File: config.mk
export PLATFORM = sky130hd
export DESIGN_NAME = if_fetch_stage_flat
export DESIGN_NICKNAME = d
export VERILOG_FILES = /design/src/rtl/mips_pkg.sv /design/src/rtl/if_fetch_stage_if.sv /design/src/rtl/if_id_reg.sv /design/src/rtl/if_fetch_stage.sv /design/src/flat_wrapper.sv
export SDC_FILE = /design/constraint.sdc
export NUM_CORES = 1
export LEC_CHECK = 0
export BUFFER_PORTS_ARGS = -buffer_cell sky130_fd_sc_hd__buf_2
export CAP_MARGIN = 25
export CORE_MARGIN = 4
export CORE_UTILIZATION = 25
export DETAILED_ROUTE_END_ITERATION = 8
export GPL_ROUTABILITY_DRIVEN = 0
export PLACE_DENSITY = 0.41
export SLEW_MARGIN = 20
export SYNTH_ARGS = -nofsm -noshare
export SYNTH_HDL_FRONTEND = slang
export SYNTH_SLANG_ARGS = --single-unit
File: constraint.sdc
create_clock -name clk -period 4.9 [get_ports clk]
set_input_delay 0.245 -clock clk [delete_from_list [all_inputs] [get_ports clk]]
set_output_delay 0.245 -clock clk [all_outputs]
set_load 0.02 [all_outputs]
File: src/rtl/mips_pkg.sv
// Shared MIPS pipeline definitions: datapath width, reset fetch address,
// fetch FSM state encoding and the {instr, pc} payload carried through IF/ID.
package mips_pkg;

  localparam int unsigned XLEN = 32;

  localparam logic [XLEN-1:0] RESET_PC    = 32'h0000_3000;
  localparam logic [XLEN-1:0] INSTR_BYTES = 32'd4;

  typedef enum logic [1:0] {
    IDLE = 2'd0,
    REQ  = 2'd1,
    HOLD = 2'd2
  } fetch_state_e;

  typedef struct packed {
    logic [XLEN-1:0] instr;
    logic [XLEN-1:0] pc;
  } fetch_entry_t;

  // Drop the byte offset so every fetch address stays word aligned.
  function automatic logic [XLEN-1:0] word_align(input logic [XLEN-1:0] addr);
    return {addr[XLEN-1:2], 2'b00};
  endfunction

endpackage

File: src/rtl/if_fetch_stage_if.sv
// Fetch-stage bus bundle: instruction-memory request/response, ID-side
// stall/redirect handshake, the IF/ID register contents, and two observation
// signals (pending redirect flag and FSM state).
//   master : the fetch stage (drives imem_req/addr and the IF/ID outputs)
//   slave  : memory + ID stage (drives stall/redirect/next_pc and rvalid/rdata)
interface if_fetch_stage_if;
  import mips_pkg::*;

  logic            stall;
  logic            redirect;
  logic [XLEN-1:0] next_pc;

  logic            imem_req;
  logic [XLEN-1:0] imem_addr;
  logic            imem_rvalid;
  logic [XLEN-1:0] imem_rdata;

  logic            id_valid;
  logic [XLEN-1:0] id_instr;
  logic [XLEN-1:0] id_pc;
  logic [XLEN-1:0] id_pc4;

  logic            redir_pend;
  fetch_state_e    fetch_state;

  modport master (
    input  stall, redirect, next_pc, imem_rvalid, imem_rdata,
    output imem_req, imem_addr, id_valid, id_instr, id_pc, id_pc4,
           redir_pend, fetch_state
  );

  modport slave (
    output stall, redirect, next_pc, imem_rvalid, imem_rdata,
    input  imem_req, imem_addr, id_valid, id_instr, id_pc, id_pc4,
           redir_pend, fetch_state
  );

endinterface

File: src/rtl/if_id_reg.sv
// IF/ID pipeline register with load and clear.
//   clk, rst_n : clock, async active-low reset
//   load       : capture d (takes priority over clear)
//   clear      : drop the valid bit, contents are kept
//   d          : incoming {instr, pc}
//   valid, q   : registered valid flag and payload
//   pc4        : registered q.pc + 4 (wraps modulo 2^32)
module if_id_reg
  import mips_pkg::*;
(
  input  logic            clk,
  input  logic            rst_n,
  input  logic            load,
  input  logic            clear,
  input  fetch_entry_t    d,
  output logic            valid,
  output fetch_entry_t    q,
  output logic [XLEN-1:0] pc4
);

  logic            valid_q, valid_d;
  fetch_entry_t    entry_q, entry_d;
  logic [XLEN-1:0] pc4_q, pc4_d;

  // Next-value logic: load wins, clear only invalidates.
  always_comb begin
    valid_d = valid_q;
    entry_d = entry_q;
    pc4_d   = pc4_q;
    if (load) begin
      valid_d = 1'b1;
      entry_d = d;
      pc4_d   = d.pc + INSTR_BYTES;
    end else if (clear) begin
      valid_d = 1'b0;
    end
  end

  always_ff @(posedge clk or negedge rst_n) begin
    if (!rst_n) begin
      valid_q <= 1'b0;
      entry_q <= '0;
      pc4_q   <= INSTR_BYTES;
    end else begin
      valid_q <= valid_d;
      entry_q <= entry_d;
      pc4_q   <= pc4_d;
    end
  end

  assign valid = valid_q;
  assign q     = entry_q;
  assign pc4   = pc4_q;

endmodule

File: src/rtl/if_fetch_stage.sv
// MIPS instruction-fetch stage: owns the PC, keeps one request outstanding
// to instruction memory, parks a returning word in a one-entry skid buffer
// when ID stalls, and applies next-PC redirects after the delay slot.
//   clk, reset : clock, async active-low reset
//   bus        : if_fetch_stage_if.master (imem request/response, ID
//                stall/redirect, IF/ID outputs, redir_pend, fetch_state)
module if_fetch_stage #(
  parameter logic [31:0] RESET_PC = mips_pkg::RESET_PC
) (
  input  logic             clk,
  input  logic             reset,
  if_fetch_stage_if.master bus
);

  import mips_pkg::XLEN;
  import mips_pkg::INSTR_BYTES;
  import mips_pkg::fetch_state_e;
  import mips_pkg::fetch_entry_t;
  import mips_pkg::IDLE;
  import mips_pkg::REQ;
  import mips_pkg::HOLD;
  import mips_pkg::word_align;

  fetch_state_e    state_q, state_d;
  logic [XLEN-1:0] pc_q, pc_d;
  logic [XLEN-1:0] redir_pc_q, redir_pc_d;
  logic            redir_pend_q, redir_pend_d;
  logic            req_q, req_d;
  fetch_entry_t    skid_q, skid_d;

  logic            id_valid;
  fetch_entry_t    id_entry;
  logic [XLEN-1:0] id_pc4;

  logic            consume_c, accept_c, rvalid_c, redir_cap_c;
  logic            advance_c, load_c, clear_c;
  logic [XLEN-1:0] redir_tgt_c;
  fetch_entry_t    fetched_c, load_entry_c;

  // Handshake terms; rvalid is only meaningful while a request is out.
  assign consume_c   = id_valid & ~bus.stall;
  assign accept_c    = ~id_valid | consume_c;
  assign rvalid_c    = bus.imem_rvalid & req_q;
  assign redir_cap_c = bus.redirect & consume_c;
  assign redir_tgt_c = word_align(bus.next_pc);
  assign fetched_c   = '{instr: bus.imem_rdata, pc: pc_q};

  // Fetch FSM next-state, IF/ID control and PC/redirect update.
  always_comb begin
    state_d      = state_q;
    pc_d         = pc_q;
    redir_pc_d   = redir_pc_q;
    redir_pend_d = redir_pend_q;
    skid_d       = skid_q;
    advance_c    = 1'b0;
    load_c       = 1'b0;
    load_entry_c = fetched_c;

    case (state_q)
      IDLE: state_d = REQ;
      REQ: begin
        if (rvalid_c) begin
          if (accept_c) begin
            load_c    = 1'b1;
            advance_c = 1'b1;
          end else begin
            skid_d  = fetched_c;
            state_d = HOLD;
          end
        end
      end
      HOLD: begin
        // IF/ID is necessarily full here, so consume frees it for the skid word.
        if (consume_c) begin
          load_c       = 1'b1;
          load_entry_c = skid_q;
          advance_c    = 1'b1;
          state_d      = REQ;
        end
      end
      default: state_d = IDLE;
    endcase

    if (redir_cap_c) begin
      redir_pc_d = redir_tgt_c;
    end

    // The word loaded on an advance is the delay slot of any captured branch,
    // so a redirect captured in the same cycle applies immediately.
    if (advance_c) begin
      if (redir_pend_q) begin
        pc_d = redir_pc_q;
      end else if (redir_cap_c) begin
        pc_d = redir_tgt_c;
      end else begin
        pc_d = pc_q + INSTR_BYTES;
      end
      redir_pend_d = 1'b0;
    end else if (redir_cap_c) begin
      redir_pend_d = 1'b1;
    end

    req_d = (state_d == REQ);
  end

  assign clear_c = consume_c & ~load_c;

  always_ff @(posedge clk or negedge reset) begin
    if (!reset) begin
      state_q      <= IDLE;
      pc_q         <= RESET_PC;
      redir_pc_q   <= '0;
      redir_pend_q <= 1'b0;
      req_q        <= 1'b0;
      skid_q       <= '0;
    end else begin
      state_q      <= state_d;
      pc_q         <= pc_d;
      redir_pc_q   <= redir_pc_d;
      redir_pend_q <= redir_pend_d;
      req_q        <= req_d;
      skid_q       <= skid_d;
    end
  end

  if_id_reg u_if_id_reg (
    .clk   (clk),
    .rst_n (reset),
    .load  (load_c),
    .clear (clear_c),
    .d     (load_entry_c),
    .valid (id_valid),
    .q     (id_entry),
    .pc4   (id_pc4)
  );

  assign bus.imem_req    = req_q;
  assign bus.imem_addr   = pc_q;
  assign bus.id_valid    = id_valid;
  assign bus.id_instr    = id_entry.instr;
  assign bus.id_pc       = id_entry.pc;
  assign bus.id_pc4      = id_pc4;
  assign bus.redir_pend  = redir_pend_q;
  assign bus.fetch_state = state_q;

endmodule

File: src/flat_wrapper.sv
// flat-port wrapper written by rule: the top's interface ports become plain ports
module if_fetch_stage_flat import mips_pkg::XLEN; import mips_pkg::INSTR_BYTES; import mips_pkg::fetch_state_e; import mips_pkg::fetch_entry_t; import mips_pkg::IDLE; import mips_pkg::REQ; import mips_pkg::HOLD; import mips_pkg::word_align;
#(
  parameter logic [31:0] RESET_PC = mips_pkg::RESET_PC
)
  (clk, reset, bus_stall, bus_redirect, bus_next_pc, bus_imem_rvalid, bus_imem_rdata, bus_imem_req, bus_imem_addr, bus_id_valid, bus_id_instr, bus_id_pc, bus_id_pc4, bus_redir_pend, bus_fetch_state);
  if_fetch_stage_if bus_i ();
  input  logic clk;
  input  logic reset;
  input wire logic [$bits(bus_i.stall)-1:0] bus_stall;
  input wire logic [$bits(bus_i.redirect)-1:0] bus_redirect;
  input wire logic [$bits(bus_i.next_pc)-1:0] bus_next_pc;
  input wire logic [$bits(bus_i.imem_rvalid)-1:0] bus_imem_rvalid;
  input wire logic [$bits(bus_i.imem_rdata)-1:0] bus_imem_rdata;
  output wire logic [$bits(bus_i.imem_req)-1:0] bus_imem_req;
  output wire logic [$bits(bus_i.imem_addr)-1:0] bus_imem_addr;
  output wire logic [$bits(bus_i.id_valid)-1:0] bus_id_valid;
  output wire logic [$bits(bus_i.id_instr)-1:0] bus_id_instr;
  output wire logic [$bits(bus_i.id_pc)-1:0] bus_id_pc;
  output wire logic [$bits(bus_i.id_pc4)-1:0] bus_id_pc4;
  output wire logic [$bits(bus_i.redir_pend)-1:0] bus_redir_pend;
  output wire logic [$bits(bus_i.fetch_state)-1:0] bus_fetch_state;
  assign bus_i.stall = bus_stall;
  assign bus_i.redirect = bus_redirect;
  assign bus_i.next_pc = bus_next_pc;
  assign bus_i.imem_rvalid = bus_imem_rvalid;
  assign bus_i.imem_rdata = bus_imem_rdata;
  assign bus_imem_req = bus_i.imem_req;
  assign bus_imem_addr = bus_i.imem_addr;
  assign bus_id_valid = bus_i.id_valid;
  assign bus_id_instr = bus_i.id_instr;
  assign bus_id_pc = bus_i.id_pc;
  assign bus_id_pc4 = bus_i.id_pc4;
  assign bus_redir_pend = bus_i.redir_pend;
  assign bus_fetch_state = bus_i.fetch_state;
  if_fetch_stage #(.RESET_PC(RESET_PC)) u_core (.clk(clk), .reset(reset), .bus(bus_i));
endmodule
==> results.json, run 1 <==
{
  "ir_drop_mv": 0.2537,
  "die_w_um": 216.9,
  "grt_pass1_wl_um": 56210,
  "synth_warnings": 0,
  "grtUsageMet3_pct": 2.374,
  "path_cells": "inv_1, ha_1, and3b_4, nand2_1, nand2_1, ha_1, inv_1, nor4_2, o21ai_2, or3b_1, a221o_1",
  "nets": 1437,
  "setup_ws_ns": 1.127,
  "use_met2_pct": 22.60,
  "pre_cts_slack_ns": 1.126,
  "drt_wl_total_um": 36180,
  "cts_hold_buf": 62,
  "portBuffers": 193,
  "postCtsSetupRepairBufs": 0,
  "gr-usage-all-layers_pct": 15.02,
  "fmax_mhz": 265.0,
  "path_class": "flop to flop",
  "rsz0062_at_grt": "no",
  "clk_path_buf_depth": 3,
  "maxSlewHeadroom_pct": 36.49,
  "drtIter0Drc": 484,
  "dieHeight_um": 216.9,
  "numCtsBuffers": 27,
  "period_share_pct": 77.00,
  "synth_edf_count": 0,
  "critPathMaxStageDelay_ns": 0.78,
  "power_density_nw_per_um2": 613.7,
  "final_hold_viol_count": 0,
  "grt_pass1_vias": 8925,
  "crit_required_ns": 5.32,
  "seqPwrFrac_pct": 40.1,
  "p_switching_mw": 3.558,
  "yosys_most_used_dff": "dfrtp_1",
  "antenna_found_initial": 1,
  "synth_commonest_cells": "nand2_1 (252), dfrtp_1 (216), nor2_1 (86), o21ai_0 (72), mux2_2 (58)",
  "postPlaceCellArea_um2": 12320,
  "intPower_mw": 4.903,
  "hp-class": "primary input to flop",
  "start_util_pct": 25.33,
  "postLayoutCellArea_um2": 13790,
  "grt_overflow": 0,
  "cp_max_fo": 52,
  "cts.repair.resized": 0,
  "htree_num_levels": 1,
  "report.final.setup_viol": 0,
  "insertion_delay_ns": 0.54,
  "slew_violations": 0,
  "via_per_inst": 4.673,
  "core_area_um2": 43080,
  "wl_per_cell_um": 18.39,
  "dieArea_um2": 47050,
  "first_pass_iters": 5,
  "syn-mean-instance-area_um2": 9.431,
  "switching_share_pct": 42.05,
  "area_growth_pct": 26.34,
  "endpoint_kind": "flop",
  "path_clk_slew_ns": 0.06,
  "worst_pin_slew_ns": 0.9526,
  "cts_sinks": 219,
  "dp_hpwl_um": 24480,
  "clockPowerShare_pct": 22.3,
  "async_flop_share_pct": 100.0,
  "p_leak_nw": 6.236,
  "fin_crit_ns": 3.773,
  "root_buffer": "clkbuf_16",
  "crit_path_top_delay_cell": "and3b_4",
  "final_core_util_pct": 32.00,
  "synth_most_common_cell": "nand2_1",
  "combPwrFrac_pct": 37.6,
  "synth_top_area_cell": "dfrtp_1",
  "busiest_layer": "met1",
  "ys_ff_latch": 219,
  "drive_gt1_share_pct": 23.90,
  "hold_slack_ns": 0.1348,
  "outcome": "finished, final reports clean",
  "io_pins": 202,
  "cts_tree": "built",
  "drtAntennaViolNets": 0,
  "synth_cell_types": 73,
  "clock_skew_ns": 0.009014,
  "synth_cells": 1157,
  "use_met1_pct": 22.74,
  "remaining_drc_errors": 0,
  "yosysTopAreaCellShare_pct": 49.54,
  "drv_cap": 0,
  "synth.cell_area_um2": 10910,
  "tns_ns": 0,
  "critPathLaunchType": "flop",
  "vias": 9192,
  "core.rowCount": 76,
  "seq_area_frac_synth_pct": 50.26,
  "ys_top_cells_by_area": "dfrtp_1 (50%), nand2_1 (8.7%), mux2_2 (6.0%)",
  "grt_max_degree": 100,
  "worstPathArrival_ns": 4.19
}
power by group through the flow:
stage                     Clock, mW  Sequential, mW  Combinational [mW]
final                          1.89            3.39                3.18
after global routing           2.03            3.52                3.53
after CTS                      1.97            3.39                3.24
after detailed placement          0            3.43                3.20
after global placement            0            3.40                3.17
after floorplan                   0            3.70                1.64
cells in the final DEF (no fill, tap or decap), drive strengths merged, types with 7 or more instances in the layout:
master and instances:
xor2 7, nor3 17, mux2 58, inv 12, a21oi 45, clkbuf 42
nand4 16, dlygate4sd3 62, nor2 86, nand2b 7, buf 206, a221o 10
o21ai 74, nand3 30, a21o 13, o31ai 8, nor4 20, or3 10
nand2 252, xnor2 11, dfrtp 216, mux2i 25, a31oi 48, a2bb2oi 7
worst paths after layout:
check                                               start                         end  slack [ns]  cells past startpoint
worst max-delay path            u_core.bus.fetch_state[0]  u_core.u_if_id_reg.pc4[24]        1.13                     11
worst min-delay path                            bus_stall    u_core.u_if_id_reg.valid        0.13                      3
worst max register to register  u_core.bus.fetch_state[0]  u_core.u_if_id_reg.pc4[24]        1.13                     11
worst min register to register  u_core.u_if_id_reg.pc4[2]   u_core.u_if_id_reg.pc4[2]        0.46                      2
max in group asynchronous                           reset   u_core.u_if_id_reg.pc4[5]        3.44                      3
min in group asynchronous                           reset           u_core.skid_q[49]        0.33                      2
metal layers:
metal  vias up  share of wire (%)
li1       4485                  -
met1      4480                 50
met2       184                 43
met3        41                4.4
met4         2                1.7
met5         -              0.055
cell families after synthesis:
logic type / synth area share (%)
and+or+nand+nor: 19.61
AOI/OAI and AO/OA: 15.16
DFF: 50.26
buffers and inverters: 4.529
muxes: 8.279
xor gates and xnor gates: 1.445
adders and majority gates: 0.6880
other: 0.03437
sequential cells by signal, indices dropped and copies added (netlist names):
register and flops:
u_core.bus.fetch_state 2, u_core.bus.imem_req 1, u_core.u_if_id_reg.valid 1, u_core.u_if_id_reg.q 62, u_core.skid_q 62, u_core.u_if_id_reg.pc4 30, u_core.redir_pc_q 30, u_core.bus.redir_pend 1
u_core.bus.imem_addr 30
stage by stage:
step / std cells / total power [mW]
after floorplan: 1162 / 5.340
after global placement: 1854 / 6.567
after detailed placement: 1854 / 6.623
after CTS: 1964 / 8.603
after global routing: 1966 / 9.080
final: 1967 / 8.461
critical path, delay by kind of cell (launching register included):
family	cells	cell delay (ns)
flops	1	0.42
compound gates	2	0.60
simple gates	5	1.98
fa+ha+maj	2	0.39
buf+inv	2	0.24
layout make-up:
type / count / area [um^2]
fillers: 4557 / 29290
flip-flops and latches: 219 / 5485
multi-input cells: 833 / 4977
repair buffers: 269 / 1724
clock buffers: 41 / 778.2
well taps: 585 / 732.0
inverters: 12 / 45.04
clock inverters: 7 / 41.29
diodes: 1 / 2.502
Power figures use the tool's default switching activity.
==> inputs of run 2 (changes only) <==
- ABC_AREA: default -> 1
- clock period: 4.9 -> 3.8 ns (I/O delays scaled with it)
==> run 2 against run 1 <==
Critical path depth increased by 3. Cell count increased by 16%. Clock-buffer cell count decreased by 1. Setup slack got worse by 0.23 ns. Clock skew increased by 0.0047 ns. Global-route usage increased by 0.96 points. Non-clock buffer count increased by 8. Register-to-register slack got worse by 0.23 ns. First-iteration DRC count increased by 23%. Via count increased by 10%. Maximum frequency increased by 30%. Critical path type unchanged. Largest power group is now combinational cells.
==> results.json, run 2 <==
{
  "hp-class": "primary input to flop",
  "synth_top_family_by_area": "simple AND/OR/NAND/NOR gates",
  "final_hold_viol_count": 0,
  "drive_gt1_share_pct": 17.95,
  "dieHeight_um": 217.8,
  "power_density_nw_per_um2": 848.1,
  "clk_path_buf_depth": 3,
  "cp_max_fo": 14,
  "yosys_most_used_dff": "dfrtp_1",
  "rsz0062_at_grt": "no",
  "synth_xor_xnor_area_share_pct": 0.7962,
  "intPower_mw": 6.771,
  "insertion_delay_ns": 0.56,
  "layout_commonest_cell": "nand2_1",
  "nets": 1743,
  "start_util_pct": 25.43,
  "dieArea_um2": 47420,
  "area_growth_pct": 28.57,
  "synth.cell_area_um2": 11000,
  "synth_top_area_cell": "dfrtp_1",
  "grt_pass1_vias": 10000,
  "endpoint_kind": "flop",
  "critPathLaunchType": "flop",
  "remaining_drc_errors": 0,
  "core_area_um2": 43270,
  "crit_required_ns": 4.25,
  "combPwrFrac_pct": 39.7,
  "synthSimpleGateAreaFrac_pct": 31.74,
  "path_class": "flop to flop",
  "ys_top_cells_by_area": "dfrtp_1 (49%), nand2_1 (19%), nor2_1 (4.0%)",
  "grt_max_degree": 108,
  "n_antenna_cell": 0,
  "drtAntennaViolNets": 0,
  "dp_hpwl_um": 26870,
  "gr-usage-all-layers_pct": 15.98,
  "synth_commonest_cells": "nand2_1 (557), dfrtp_1 (216), nor2_1 (117), inv_1 (92), o21ai_0 (86)",
  "htree_num_levels": 1,
  "report.final.setup_viol": 0,
  "fill_cells": 4662,
  "io_pins": 202,
  "synth_mux_area_share_pct": 0,
  "core.rowCount": 76,
  "maxSlewHeadroom_pct": 29.45,
  "synth_most_common_cell": "nand2_1",
  "first_pass_iters": 6,
  "synth_edf_count": 0,
  "switching_share_pct": 43.56,
  "drv_cap": 0,
  "period_share_pct": 76.36,
  "yosysTopAreaCellShare_pct": 49.14,
  "ir_drop_mv": 0.3827,
  "path_clk_slew_ns": 0.06,
  "via_per_inst": 4.462,
  "drt_wl_total_um": 38570,
  "worst_pin_slew_ns": 1.047,
  "antenna_found_initial": 0,
  "seqPwrFrac_pct": 36.1,
  "seq_area_frac_synth_pct": 49.85,
  "synth_warnings": 0,
  "syn-mean-instance-area_um2": 7.661,
  "numCtsBuffers": 28,
  "drtIter0Drc": 597,
  "ys_ff_latch": 219,
  "grt_overflow": 0,
  "grt_pass1_wl_um": 60300,
  "slew_violations": 0,
  "synth_cell_types": 40,
  "min_from": "bus_stall",
  "cts_tree": "built",
  "fmax_mhz": 344.6,
  "min_path_cells": 3,
  "synth_adder_area_share_pct": 0.6824,
  "hold_slack_ns": 0.03611,
  "tns_ns": 0,
  "cts_sinks": 219,
  "fin_crit_ns": 2.902,
  "layout_common_cells": "nand2_1 (557), dfrtp_1 (216), buf_2 (192)",
  "wl_per_cell_um": 16.97,
  "clockPowerShare_pct": 24.2,
  "multi_input_area_um2": 4781,
  "outcome": "finished, final reports clean",
  "die_w_um": 217.8,
  "p_switching_mw": 5.224,
  "synth_cells": 1436,
  "async_flop_share_pct": 100.0,
  "p_leak_nw": 7.001,
  "r2r_end": "u_core.u_if_id_reg.pc4[25]",
  "synth-compound-area-share_pct": 9.873,
  "hold_path_end": "u_core.u_if_id_reg.valid",
  "r2r_start": "u_core.bus.fetch_state[0]",
  "vias": 10140,
  "clock_skew_ns": 0.01368,
  "portBuffers": 193,
  "r2r_slack_ns": 0.90,
  "r2r_cells": 14,
  "root_buffer": "clkbuf_16",
  "seq_area_um2": 5484,
  "worstPathArrival_ns": 3.35
}
## run 2: cell count changes in the layout (fill, tap and decap cells not counted), moves of 24 or more
cell,change
nand2_1,+305
inv_1,+80
mux2_2,-58
nand3_1,+41
nor2_1,+30
mux2i_1,-25
nand4_1,+24
## run 2: final cells by class
class | count | area share, %
flip-flops and latches | 219 | 38.77
multi-input cells | 1045 | 33.80
repair buffers | 277 | 12.65
clock buffers | 40 | 5.485
well taps | 585 | 5.175
inverters | 97 | 2.592
clock inverters | 10 | 1.522
## run 2: what timing repair did
action	4_1_cts	5_1_grt
gates resized for setup	0	0
hold endpoints to repair	201	0
buffers inserted	0	0
hold buffers	63	0
## run 2: worst max path at each step
stage	from	end	slack, ns	cells past startpoint
6_report	u_core.bus.fetch_state[0]	u_core.u_if_id_reg.pc4[25]	0.90	14
5_1_grt	u_core.bus.fetch_state[0]	u_core.u_if_id_reg.pc4[25]	0.51	14
4_1_cts	u_core.bus.fetch_state[0]	u_core.u_if_id_reg.pc4[25]	0.84	14
3_5_place_dp	u_core.bus.fetch_state[0]	u_core.u_if_id_reg.pc4[25]	0.85	14
3_3_place_gp	u_core.bus.fetch_state[0]	u_core.u_if_id_reg.pc4[23]	0.87	14
2_1_floorplan	u_core.bus.fetch_state[0]	u_core.u_if_id_reg.pc4[24]	1.54	17
## run 2: metal layers
metal / routed length, um / global-route usage, % / vias to the layer above / share of wire [%]
met3: 2126 / 3.664 / 35 / 5.5
met2: 17410 / 25.40 / 213 / 45
li1: - / - / 5097 / -
met1: 18390 / 22.69 / 4798 / 48
met5: 0 / 0 / - / 0
met4: 645 / 2.696 / 0 / 1.7
## run 2: logic make-up after synthesis
group,Yosys count
xor+xnor,10
fa+ha+maj,6
other cells,1
flops,219
buf+inv,177
compound gates,192
simple gates,831
## run 2: critical path: stages (launching register included)
cell	delay, ns
dfrtp_1	0.43
inv_1	0.10
ha_1	0.22
buf_4	0.23
inv_1	0.09
nor2_4	0.45
nand2_1	0.10
nand2_1	0.12
nand2_1	0.09
nor2_2	0.13
nand2_2	0.09
nor2_2	0.44
nand3_1	0.13
nand3_1	0.10
nand3_1	0.07
## run 2: through the flow
stage / total power [mW] / cells / utilization [%] / area [um^2] / setup slack [ns]
after floorplan: 7.256 / 1441 / - / 11020 / 1.540
after global placement: 9.125 / 2160 / 28.94 / 12520 / 0.8682
after detailed placement: 9.162 / 2160 / 28.94 / 12520 / 0.8522
after CTS: 12.19 / 2273 / 32.69 / 14140 / 0.8425
after global routing: 12.92 / 2273 / 32.69 / 14140 / 0.5141
final: 11.99 / 2273 / 32.69 / 14140 / 0.8982
## run 2: power groups by stage
stage	clock network [mW]	registers, mW	logic [mW]
3_5_place_dp	0	4.37	4.79
3_3_place_gp	0	4.36	4.76
4_1_cts	3.00	4.34	4.86
6_report	2.91	4.33	4.76
2_1_floorplan	0	4.85	2.40
5_1_grt	3.09	4.49	5.34
==> inputs of run 3 (changes only) <==
- clock period: 3.8 -> 2.7 ns (I/O delays scaled with it)
==> run 3 against run 2 <==
Maximum frequency increased by 19%. Sequential power increased by 41%. Clock skew increased by 0.0091 ns. Clock-buffer cell count increased by 2. Critical path depth decreased by 2. Register-to-register slack got worse by 0.64 ns. Total power increased by 38%. Clock power increased by 24%. Utilization increased by 0.17 points. Critical endpoint is now u_core.u_if_id_reg.pc4[28].
==> results.json, run 3 (synthesis gave the netlist of run 2 again) <==
{
  "vias": 10170,
  "outcome": "finished, final reports clean",
  "start_util_pct": 25.43,
  "combPwrFrac_pct": 41.2,
  "area_growth_pct": 29.24,
  "worstPathArrival_ns": 2.88,
  "fin_crit_ns": 2.441,
  "power_density_nw_per_um2": 1162,
  "hp-class": "primary input to flop",
  "critPathLaunchType": "flop",
  "clock_skew_ns": 0.02280,
  "insertion_delay_ns": 0.57,
  "n_antenna_cell": 0,
  "layout_common_cells": "nand2_1 (557), dfrtp_1 (216), buf_2 (192)",
  "busiest_layer": "met2",
  "clockPowerShare_pct": 21.9,
  "rsz0062_at_grt": "no",
  "period_share_pct": 90.39,
  "numCtsBuffers": 28,
  "layout_commonest_cell": "nand2_1",
  "cts_sinks": 219,
  "crit_required_ns": 3.14,
  "ir_drop_mv": 0.5691,
  "switching_share_pct": 44.28,
  "path_class": "flop to flop",
  "postPlaceCellArea_um2": 12690,
  "dp_hpwl_um": 27760,
  "cts.repair.resized": 0,
  "drt_wl_total_um": 38400,
  "endpoint_kind": "flop",
  "cts_tree": "built",
  "grt_overflow": 0,
  "remaining_drc_errors": 0,
  "seqPwrFrac_pct": 37.0,
  "worst_pin_slew_ns": 0.7961,
  "core.rowCount": 76,
  "path_clk_slew_ns": 0.06,
  "clk_path_buf_depth": 3,
  "wl_per_cell_um": 16.79,
  "root_buffer": "clkbuf_16",
  "die_w_um": 217.8,
  "io_pins": 202,
  "intPower_mw": 9.207,
  "use_met2_pct": 25.22,
  "final_hold_viol_count": 0,
  "maxSlewHeadroom_pct": 46.37,
  "use_met1_pct": 22.77,
  "dieArea_um2": 47420,
  "postLayoutCellArea_um2": 14220,
  "p_leak_nw": 7.041,
  "nets": 1756,
  "drtIter0Drc": 533,
  "grt_max_degree": 96,
  "grt_pass1_wl_um": 60690,
  "grtUsageMet3_pct": 3.553,
  "tns_ns": 0,
  "portBuffers": 193,
  "dieHeight_um": 217.8,
  "first_pass_iters": 5,
  "p_switching_mw": 7.315,
  "gr-usage-all-layers_pct": 16.05,
  "cp_max_fo": 17,
  "drive_gt1_share_pct": 18.57,
  "slew_violations": 0,
  "antenna_found_initial": 0,
  "via_per_inst": 4.447,
  "htree_num_levels": 1,
  "grt_pass1_vias": 10060,
  "core_area_um2": 43270,
  "report.final.setup_viol": 0,
  "drv_cap": 0,
  "drtAntennaViolNets": 0,
  "fmax_mhz": 409.7
}
==> run 3: cell types whose count changed in the layout (fill, tap and decap cells not counted), sizes merged <==
| cell | change |
|---|---|
| clkinv | +3 |
| clkbuf | +2 |
| inv | -1 |
| bufinv | -5 |
| buf | +12 |
| dlygate4sd3 | +1 |
| clkinvlp | +2 |
==> run 3: final timing paths <==
path	from	endpoint	slack (ns)	cells past startpoint
worst max register to register	u_core.bus.fetch_state[0]	u_core.u_if_id_reg.pc4[28]	0.26	12
worst min register to register	u_core.redir_pc_q[9]	u_core.redir_pc_q[9]	0.46	2
worst min-delay path	bus_imem_rvalid	u_core.bus.imem_req	0.1	4
max in group asynchronous	reset	u_core.bus.imem_addr[13]	1.71	3
worst max-delay path	u_core.bus.fetch_state[0]	u_core.u_if_id_reg.pc4[28]	0.26	12
min in group asynchronous	reset	u_core.u_if_id_reg.q[21]	0.18	2
==> run 3: worst max-delay path: stages (launching register included) <==
cell     delay [ns]
dfrtp_1        0.37
inv_1          0.08
ha_1           0.21
buf_4          0.26
buf_4          0.23
nand4_1        0.11
nand2_1        0.17
nand2_1        0.11
nor2_1         0.18
nor3b_1        0.36
nand2_1        0.09
nand3_1        0.08
nand3_1        0.06
==> run 3: per-layer routing <==
metal / wire length (um) / share of wire (%) / vias to the layer above
li1: - / - / 5118
met1: 18340 / 48 / 4813
met2: 17160 / 45 / 195
met3: 2014 / 5.2 / 45
met4: 885 / 2.3 / 0
met5: 0 / 0 / -
==> run 3: metrics by stage <==
step / utilization, % / instances / setup slack [ns] / hold WS (ns) / power [mW]
2_1_floorplan: - / 1441 / 0.4399 / -0.1606 / 10.21
3_3_place_gp: 29.32 / 2172 / 0.2983 / 0.1874 / 12.96
3_5_place_dp: 29.32 / 2172 / 0.2802 / 0.1926 / 13.04
4_1_cts: 32.86 / 2287 / 0.2708 / 0.07100 / 16.83
5_1_grt: 32.86 / 2287 / 0.02232 / 0.1621 / 17.89
6_report: 32.86 / 2287 / 0.2594 / 0.09598 / 16.52
==> run 3: final cells by class <==
class | instances | area (um^2)
Sequential cell | 219 | 5484
Clock inverter | 9 | 86.33
Clock buffer | 42 | 803.3
Tap cell | 585 | 732.0
Fill cell | 4678 | 29050
Inverter | 97 | 366.6
Multi-Input combinational cell | 1045 | 4781
Timing Repair Buffer | 290 | 1964
==> run 3: power by group through the flow <==
stage	sequential (mW)	combinational [mW]	clock, mW
after global placement	6.17	6.79	0
after global routing	6.35	7.69	3.86
after floorplan	6.83	3.38	0
final	6.11	6.80	3.61
after detailed placement	6.18	6.86	0
after CTS	6.14	6.95	3.75
==> run 3: repair_timing <==
| item | 4_1_cts | 5_1_grt |
|---|---|---|
| setup endpoints to repair | 0 | 0 |
| hold buffers | 64 | 0 |
| endpoints found under the hold margin | 184 | 0 |
| setup buffers | 0 | 0 |
